--- src/rtl/sample_sequencer.sv ---
// Master-side request sequencer for the outlier detector: times new_number pulses,
// captures {flag, x} into a first-word-fall-through FIFO and counts outliers per run.
module sample_sequencer #(
    parameter int DATA_W     = 32,
    parameter int HIGH_CYC   = 20,
    parameter int SETTLE_CYC = 8,
    parameter int GAP_CYC    = 51,
    parameter int FIFO_DEPTH = 8
) (
    input  logic              clk,
    input  logic              reset,
    input  logic              start,
    input  logic [15:0]       count,
    output logic              new_number,
    input  logic [DATA_W-1:0] x_in,
    input  logic              flag_in,
    input  logic              rd_en,
    output logic [DATA_W:0]   rd_data,
    output logic              empty,
    output logic              full,
    output logic              busy,
    output logic              done,
    output logic [15:0]       outlier_cnt,
    output logic              overflow
);

    localparam int AW = $clog2(FIFO_DEPTH);
    localparam int TW = 16;

    typedef enum logic [2:0] {IDLE, PULSE, SETTLE, CAPTURE, GAP} state_t;

    state_t          state;
    logic [TW-1:0]   timer;
    logic [15:0]     remaining;

    logic [DATA_W:0] mem [FIFO_DEPTH];
    logic [AW-1:0]   wr_ptr;
    logic [AW-1:0]   rd_ptr;
    logic [AW-1:0]   rd_nxt;
    logic [AW:0]     occ;
    logic            capture;
    logic            do_pop;
    logic            do_push;
    logic [DATA_W:0] din;

    assign capture = (state == CAPTURE);
    assign din     = {flag_in, x_in};
    assign empty   = (occ == '0);
    assign full    = (occ == (AW+1)'(FIFO_DEPTH));
    assign do_pop  = rd_en && !empty;
    // A pop in the capture cycle frees a slot, so a full FIFO still accepts the sample.
    assign do_push = capture && (!full || do_pop);
    assign rd_nxt  = rd_ptr + 1'b1;
    assign busy    = (state != IDLE);

    always_ff @(posedge clk or posedge reset) begin
        if (reset) begin
            state       <= IDLE;
            timer       <= '0;
            remaining   <= '0;
            new_number  <= 1'b0;
            done        <= 1'b0;
            outlier_cnt <= '0;
            overflow    <= 1'b0;
        end else begin
            done <= 1'b0;
            case (state)
                IDLE: begin
                    if (start) begin
                        if (count != '0) begin
                            remaining   <= count;
                            outlier_cnt <= '0;
                            overflow    <= 1'b0;
                            new_number  <= 1'b1;
                            timer       <= TW'(HIGH_CYC - 1);
                            state       <= PULSE;
                        end else begin
                            done <= 1'b1;
                        end
                    end
                end
                PULSE: begin
                    if (timer == '0) begin
                        new_number <= 1'b0;
                        timer      <= TW'(SETTLE_CYC - 1);
                        state      <= SETTLE;
                    end else begin
                        timer <= timer - 1'b1;
                    end
                end
                SETTLE: begin
                    if (timer == '0) begin
                        state <= CAPTURE;
                    end else begin
                        timer <= timer - 1'b1;
                    end
                end
                CAPTURE: begin
                    if (!do_push) begin
                        overflow <= 1'b1;
                    end
                    if (flag_in && (outlier_cnt != '1)) begin
                        outlier_cnt <= outlier_cnt + 1'b1;
                    end
                    remaining <= remaining - 1'b1;
                    if (remaining == 16'd1) begin
                        done  <= 1'b1;
                        state <= IDLE;
                    end else begin
                        timer <= TW'(GAP_CYC - 1);
                        state <= GAP;
                    end
                end
                GAP: begin
                    if (timer == '0) begin
                        new_number <= 1'b1;
                        timer      <= TW'(HIGH_CYC - 1);
                        state      <= PULSE;
                    end else begin
                        timer <= timer - 1'b1;
                    end
                end
                default: state <= IDLE;
            endcase
        end
    end

    always_ff @(posedge clk) begin
        if (do_push) begin
            mem[wr_ptr] <= din;
        end
    end

    // rd_data is a register tracking the head, so it keeps the last popped word when empty.
    always_ff @(posedge clk or posedge reset) begin
        if (reset) begin
            wr_ptr  <= '0;
            rd_ptr  <= '0;
            occ     <= '0;
            rd_data <= '0;
        end else begin
            if (do_push) begin
                wr_ptr <= wr_ptr + 1'b1;
            end
            if (do_pop) begin
                rd_ptr <= rd_nxt;
            end
            case ({do_push, do_pop})
                2'b10:   occ <= occ + 1'b1;
                2'b01:   occ <= occ - 1'b1;
                default: occ <= occ;
            endcase
            if (do_pop) begin
                if (occ != (AW+1)'(1)) begin
                    rd_data <= mem[rd_nxt];
                end else if (do_push) begin
                    rd_data <= din;
                end
            end else if (do_push && empty) begin
                rd_data <= din;
            end
        end
    end

endmodule
--- config.mk ---
export PLATFORM = sky130hd
export DESIGN_NAME = sample_sequencer
export DESIGN_NICKNAME = d
export VERILOG_FILES = /design/src/rtl/sample_sequencer.sv
export SDC_FILE = /design/constraint.sdc
export NUM_CORES = 1
export LEC_CHECK = 0
export CAP_MARGIN = 20
export CORE_ASPECT_RATIO = 1.2
export CORE_MARGIN = 4
export CORE_UTILIZATION = 54
export DETAILED_ROUTE_END_ITERATION = 6
export PLACE_DENSITY_LB_ADDON = 0.08
export REMOVE_ABC_BUFFERS = 1
export SLEW_MARGIN = 5
export SYNTH_ARGS = -nofsm -noshare
export SYNTH_HDL_FRONTEND = slang
export SYNTH_SLANG_ARGS = --single-unit
--- constraint.sdc ---
create_clock -name clk -period 6 [get_ports clk]
set_input_delay 1.8 -clock clk [delete_from_list [all_inputs] [get_ports clk]]
set_output_delay 1.8 -clock clk [all_outputs]
set_load 0.02 [all_outputs]
# ---- After elaboration in Yosys (flattened, before gate mapping)
# Memory sizes are Yosys's and may differ from the RTL's.
# Index checks and enable logic that the tools add are counted.
dict set report totals {
  ff_bits 97
  latch_bits 0
  ram_bits 264
  mem_bits_ro 0
  word_cells 104
  n_memories 1
}
# name words width read_ports rd_ports_with_merged_regs wr line
set memory_table {}
lappend memory_table {mem 8 33 1 0 1 36} ;# logic [DATA_W:0] mem [FIFO_DEPTH];
dict set report classes {
  n_addsub 7
  mul 0
  n_div 0
  n_lt_le_gt_ge 0
  n_eq_ne 20
  n_shift 0
  mux 41
  bitwise 0
  n_reduce_logical 24
}
# cell count
set ops {}
lappend ops {{two-way mux 16 bit} 11}
lappend ops {{two-way mux 33 bit} 4}
lappend ops {{case mux 16 bit (5 select lines)} 1}
lappend ops {{case mux 16 bit (2 select lines)} 2}
lappend ops {{subtractor 16 x 1 -> 16 bit (second input constant)} 2}
lappend ops {{two-way mux 3 bit} 6}
lappend ops {{adder 16 x 1 -> 16 bit (second input constant)} 1}
lappend ops {{equality test 16 x 1 -> 1 bit (second input constant)} 1}
lappend ops {{logical NOT 16 bit} 1}
lappend ops {{!= test 16 bit (second input constant)} 1}
lappend ops {{!= test 2 bit (second input constant)} 8}
lappend ops {{nonzero test 16 bit} 1}
lappend ops {{case mux 3 bit (5 select lines)} 1}
lappend ops {{AND reduction 5 bit} 3}
lappend ops {{two-way mux 1 bit} 12}
lappend ops {{case mux 4 bit (2 select lines)} 1}
lappend ops {{AND reduction 4 bit} 2}
lappend ops {{adder 3 x 1 -> 3 bit (second input constant)} 2}
lappend ops {{equality test 3 x 2 -> 1 bit (second input constant)} 2}
lappend ops {{nonzero test 2 bit} 3}
lappend ops {{nonzero test 3 bit} 2}
lappend ops {{nonzero test 5 bit} 1}
lappend ops {{adder 4 x 1 -> 4 bit (second input constant)} 1}
lappend ops {{equality test 4 bit (second input constant)} 1}
lappend ops {{17 further kinds} 22}

# ---- Logic depth before layout (Yosys ltp)
dict set report logic_depth {
  depth_word 8
  ltp_mapped 10
}

# ---- Worst setup path before layout
# Ideal clock, no wire load.
dict set report synth_timing {
  path_kind {input-to-reg}
  start {input rd_en}
  end {memory mem[0][0] (netlist bit) (enable)}
  arrival_time_ns 5.509
  t_required_ns 5.494
  setup_slack_ns -0.015
  path_stages 5
  n_path_buf 2
  cell_sequence {buf_2 -> nor2b_1 -> nand2b_1 -> clkbuf_1 -> nor4_1}
}
dict set report synth_between {
  elab_chain_cells 5
}
# item line
set synth_rtl {}
lappend synth_rtl {{start: declaration} 17} ;# input logic rd_en,
lappend synth_rtl {{logical AND 1 bit} 50} ;# assign do_pop = rd_en && !empty;
lappend synth_rtl {{logical OR 1 bit} 52} ;# assign do_push = capture && (!full || do_pop);
lappend synth_rtl {{logical AND 1 bit} 52}
lappend synth_rtl {{two-way mux 1 bit} 129} ;# if (do_push) begin
lappend synth_rtl {{two-way mux 1 bit (not written as such)} 130} ;# mem[wr_ptr] <= din;
lappend synth_rtl {{end: declaration} 36}
# No other way between the ends.

# ---- Final worst setup path
dict set report layout_timing {
  start {register occ[1]}
  end {output empty}
}
dict set report layout_between {
  elab_chain_cells 1
}
# item line
set layout_rtl {}
lappend layout_rtl {{start: declaration} 40} ;# logic [AW:0] occ;
lappend layout_rtl {{start signal: assignment} 149} ;# 2'b10: occ <= occ + 1'b1;
lappend layout_rtl {{start signal: assignment} 150} ;# 2'b01: occ <= occ - 1'b1;
lappend layout_rtl {{logical NOT 4 bit} 48} ;# assign empty = (occ == '0);
lappend layout_rtl {{end: declaration} 19} ;# output logic empty,
# No other way between the ends.

==> impl_metrics.toml <==
[die]
die_area_um2 = 31200
row_count = 67
core-area_um2 = 28000
die_x_um = 162
start_util_pct = 54.8
chipHeight_um = 193
io_pins = 108

[final_layout]
num_antenna_cells = 0
layoutNonFillerInstCount = 1544
drive_gt1_share_pct = 15.5
final_nets = 1200
nFillCells = 2073
area_growth_pct = 18.6
multi_input_area_um2 = 4760
seqCellArea_um2 = 10400

[run]
drv_cap = 0

[sta]
fmax_mhz = 243
period_needed_ns = 4.12
setup_viol = 0
finalHoldViolCount = 0
tightest_slew_ns = 1.01
fin_skew_ns = 0.0184
max_slew_margin_pct = 32.4
whs_ns = 0.477
fin_tns_setup_ns = 0
drv_slew = 0
rsz0062_at_grt = "false"
period_share_pct = 68.6
setup_ws_ns = 1.88

[route]
routed_wl_um = 30900
dr.pass1.iters = 5
num_vias = 8992
drc = 0
final_antenna_net_count = 0
drt-initial-drc-count = 545
viasPerCell = 5.82
wl_per_cell_um = 20.0

[clock_tree]
cts.clk_slew.worst_paths_ns = 0.06
cts_max_level = 2
clk_latency_ns = 0.52
cts.sinks = 361
cts_tree = "yes"
postCtsSetupBuffers = 0
clock-root-buffer = "clkbuf_16"
post_cts_resized = 0
numCtsBuffers = 36
cts_hold_buffers = 0
clock_path_buffers = 3

[global_route]
grt_max_degree = 73
grt_use_total_pct = 20.4
antenna_found_initial = 0
grt_pass1_vias = 9187
grt-ovfl-total = 0
grt_pass1_wl_um = 50400

[place]
pre_cts_slack_ns = 1.53
io_buffers = 107
dp_hpwl_um = 19000
placedCellCount = 1475
place_congestion = 0.849

[setup_path]
cp-start-kind = "register"
cp.arrival_ns = 2.32
r2r-start = "rd_ptr[0]"
criticalPathCategory = "register to output pin"
startpoint = "occ[1]"
r2r_cells = 7
critPathRequiredTime_ns = 4.20
rrSetupSlack_ns = 2.62
worstSetupEndpointType = "output pin"
endpoint = "empty"
crit_fanout = 6
reg2reg_to = "rd_data[20]"

[logic_synthesis]
synth_flop_cell = "edfxtp_1"
ys_types = 68
async_flop_share_pct = 26.9
synth_edf_count = 264
netlist_area_um2 = 15300
yosys_register_bits = 361
yosysSeqAreaShare_pct = 67.5
synthCells = 1025
synth.avg_cell_area_um2 = 15.0
synth_warnings = 0

[pwr]
powerDensity_nw_per_um2 = 414
peakVddDrop_mv = 0.292
leakage_nw = 6.35
p_total_mw = 7.54

[hold_path]
whs_path_depth = 2
min_path_type = "register to register"

[status]
outcome = "finished clean"
==> power by group <==
group	internal, mW	switching (mW)
Clock	1.45	0.910
Combinational	1.09	1.12
Sequential	2.82	0.141
==> how the worst min path moves through the flow <==
stage / from / to / slack (ns)
finish: rd_data[28] / rd_data[28] / 0.48
global route: rd_data[4] / rd_data[4] / 0.50
CTS: rd_data[2] / rd_data[2] / 0.48
detailed placement: rd_data[30] / rd_data[30] / 0.47
global placement: rd_data[7] / rd_data[7] / 0.46
floorplan: rd_ptr[1] / rd_ptr[1] / 0.45
==> cells in the final DEF, fill, tap and decap left out, types with 4 or more instances in the layout <==
master / Yosys / final
a22oi_1: 6 / 6
dfrtp_1: 97 / 96
mux2i_1: 33 / 33
inv_1: 16 / 15
or4_1: 4 / 4
nor3_2: 3 / 7
nand3_1: 13 / 13
clkinv_2: 0 / 5
o21ai_1: 5 / 5
a21oi_1: 30 / 30
nor4_2: 5 / 6
bufinv_16: 0 / 7
clkbuf_16: 0 / 37
clkbuf_1: 34 / 7
clkdlybuf4s50_1: 0 / 107
nor2b_1: 5 / 5
nand2b_1: 7 / 7
a31oi_1: 5 / 5
nand2_1: 106 / 106
nor2_1: 58 / 54
buf_4: 3 / 19
mux4_2: 66 / 66
o211ai_1: 4 / 4
and4_1: 4 / 4
o22ai_1: 5 / 5
nor3_1: 18 / 14
ha_1: 10 / 9
a22o_1: 6 / 6
nor4b_1: 4 / 4
nor2_4: 0 / 4
xnor2_1: 19 / 19
nor4_1: 16 / 15
o21ai_0: 102 / 102
clkinv_1: 0 / 4
edfxtp_1: 264 / 264
==> final cells by class <==
type	instances	area share [%]
flip-flops and latches	361	56.9
multi-input cells	593	26.1
repair buffers	129	7.04
clock buffers	45	5.31
well taps	379	2.61
clock inverters	21	1.61
inverters	16	0.344
==> through the flow <==
| step | area (um2) | util (%) |
|---|---|---|
| 6_report | 18200 | 65.0 |
| 3_3_place_gp | 16900 | 60.2 |
| 4_1_cts | 18100 | 64.7 |
| 2_1_floorplan | 15100 | - |
| 3_5_place_dp | 16900 | 60.2 |
| 5_1_grt | 18200 | 65.0 |
==> critical path: stages, from the launching register on <==
cell             delay (ns)
dfrtp_1                0.44
inv_1                  0.12
ha_1                   0.26
nand2b_1               0.10
nor2_1                 0.21
clkdlybuf4s50_1        0.67
==> registers in the layout, summed over array words and instances (netlist names), 3 cells and up <==
register,cells
wr_ptr,3
rd_data,33
state,3
timer,16
remaining,16
rd_ptr,3
mem,264
outlier_cnt,16
occ,4
==> cells in the mapped netlist, types with 3 or more instances <==
cell      instances  area, um2
edfxtp_1        264       7930
nor2_1           58        218
clkbuf_1         34        128
nand3_2           3       30.0
o21a_1            3       22.5
nand2_1         106        398
nor4b_1           4       35.0
or4_1             4       30.0
mux4_2           66       1490
mux2i_1          33        330
nor4_2            5       62.6
dfrtp_1          97       2430
buf_1             4       15.0
inv_1            16       60.1
a31oi_1           5       31.3
o22ai_1           5       31.3
o211ai_1          4       30.0
o21ai_1           5       25.0
nand3_1          13       65.1
nor3_1           18       90.1
o31ai_1           3       22.5
nor2b_1           5       31.3
buf_2            12       60.1
a22o_1            6       52.6
buf_4             3       22.5
nand2b_1          7       43.8
and4_1            4       35.0
xor2_1            4       35.0
nand4_1           3       18.8
a21oi_1          30        150
o21ai_0         102        510
nor3_2            3       30.0
nor4_1           16        100
ha_1             10        125
a22oi_1           6       45.0
xnor2_1          19        166
==> metal layers <==
metal | share of wire, % | vias up | wire, um | global-route usage (%)
li1 | - | 4176 | - | -
met4 | 1.5 | 0 | 464 | 4.62
met2 | 51 | 239 | 15800 | 35.5
met3 | 5.6 | 33 | 1750 | 3.46
met5 | 0 | - | 0 | 0
met1 | 42 | 4544 | 12900 | 27.4
==> kinds of logic after synthesis <==
| group | Yosys count | synth area share [%] |
|---|---|---|
| compound gates | 191 | 7.49 |
| simple gates | 270 | 9.03 |
| flops | 361 | 67.5 |
| xor+xnor | 23 | 1.31 |
| mux | 99 | 11.8 |
| fa+ha+maj | 10 | 0.816 |
| buf+inv | 71 | 2.01 |
Note: power is estimated with default switching activity, not from simulation.
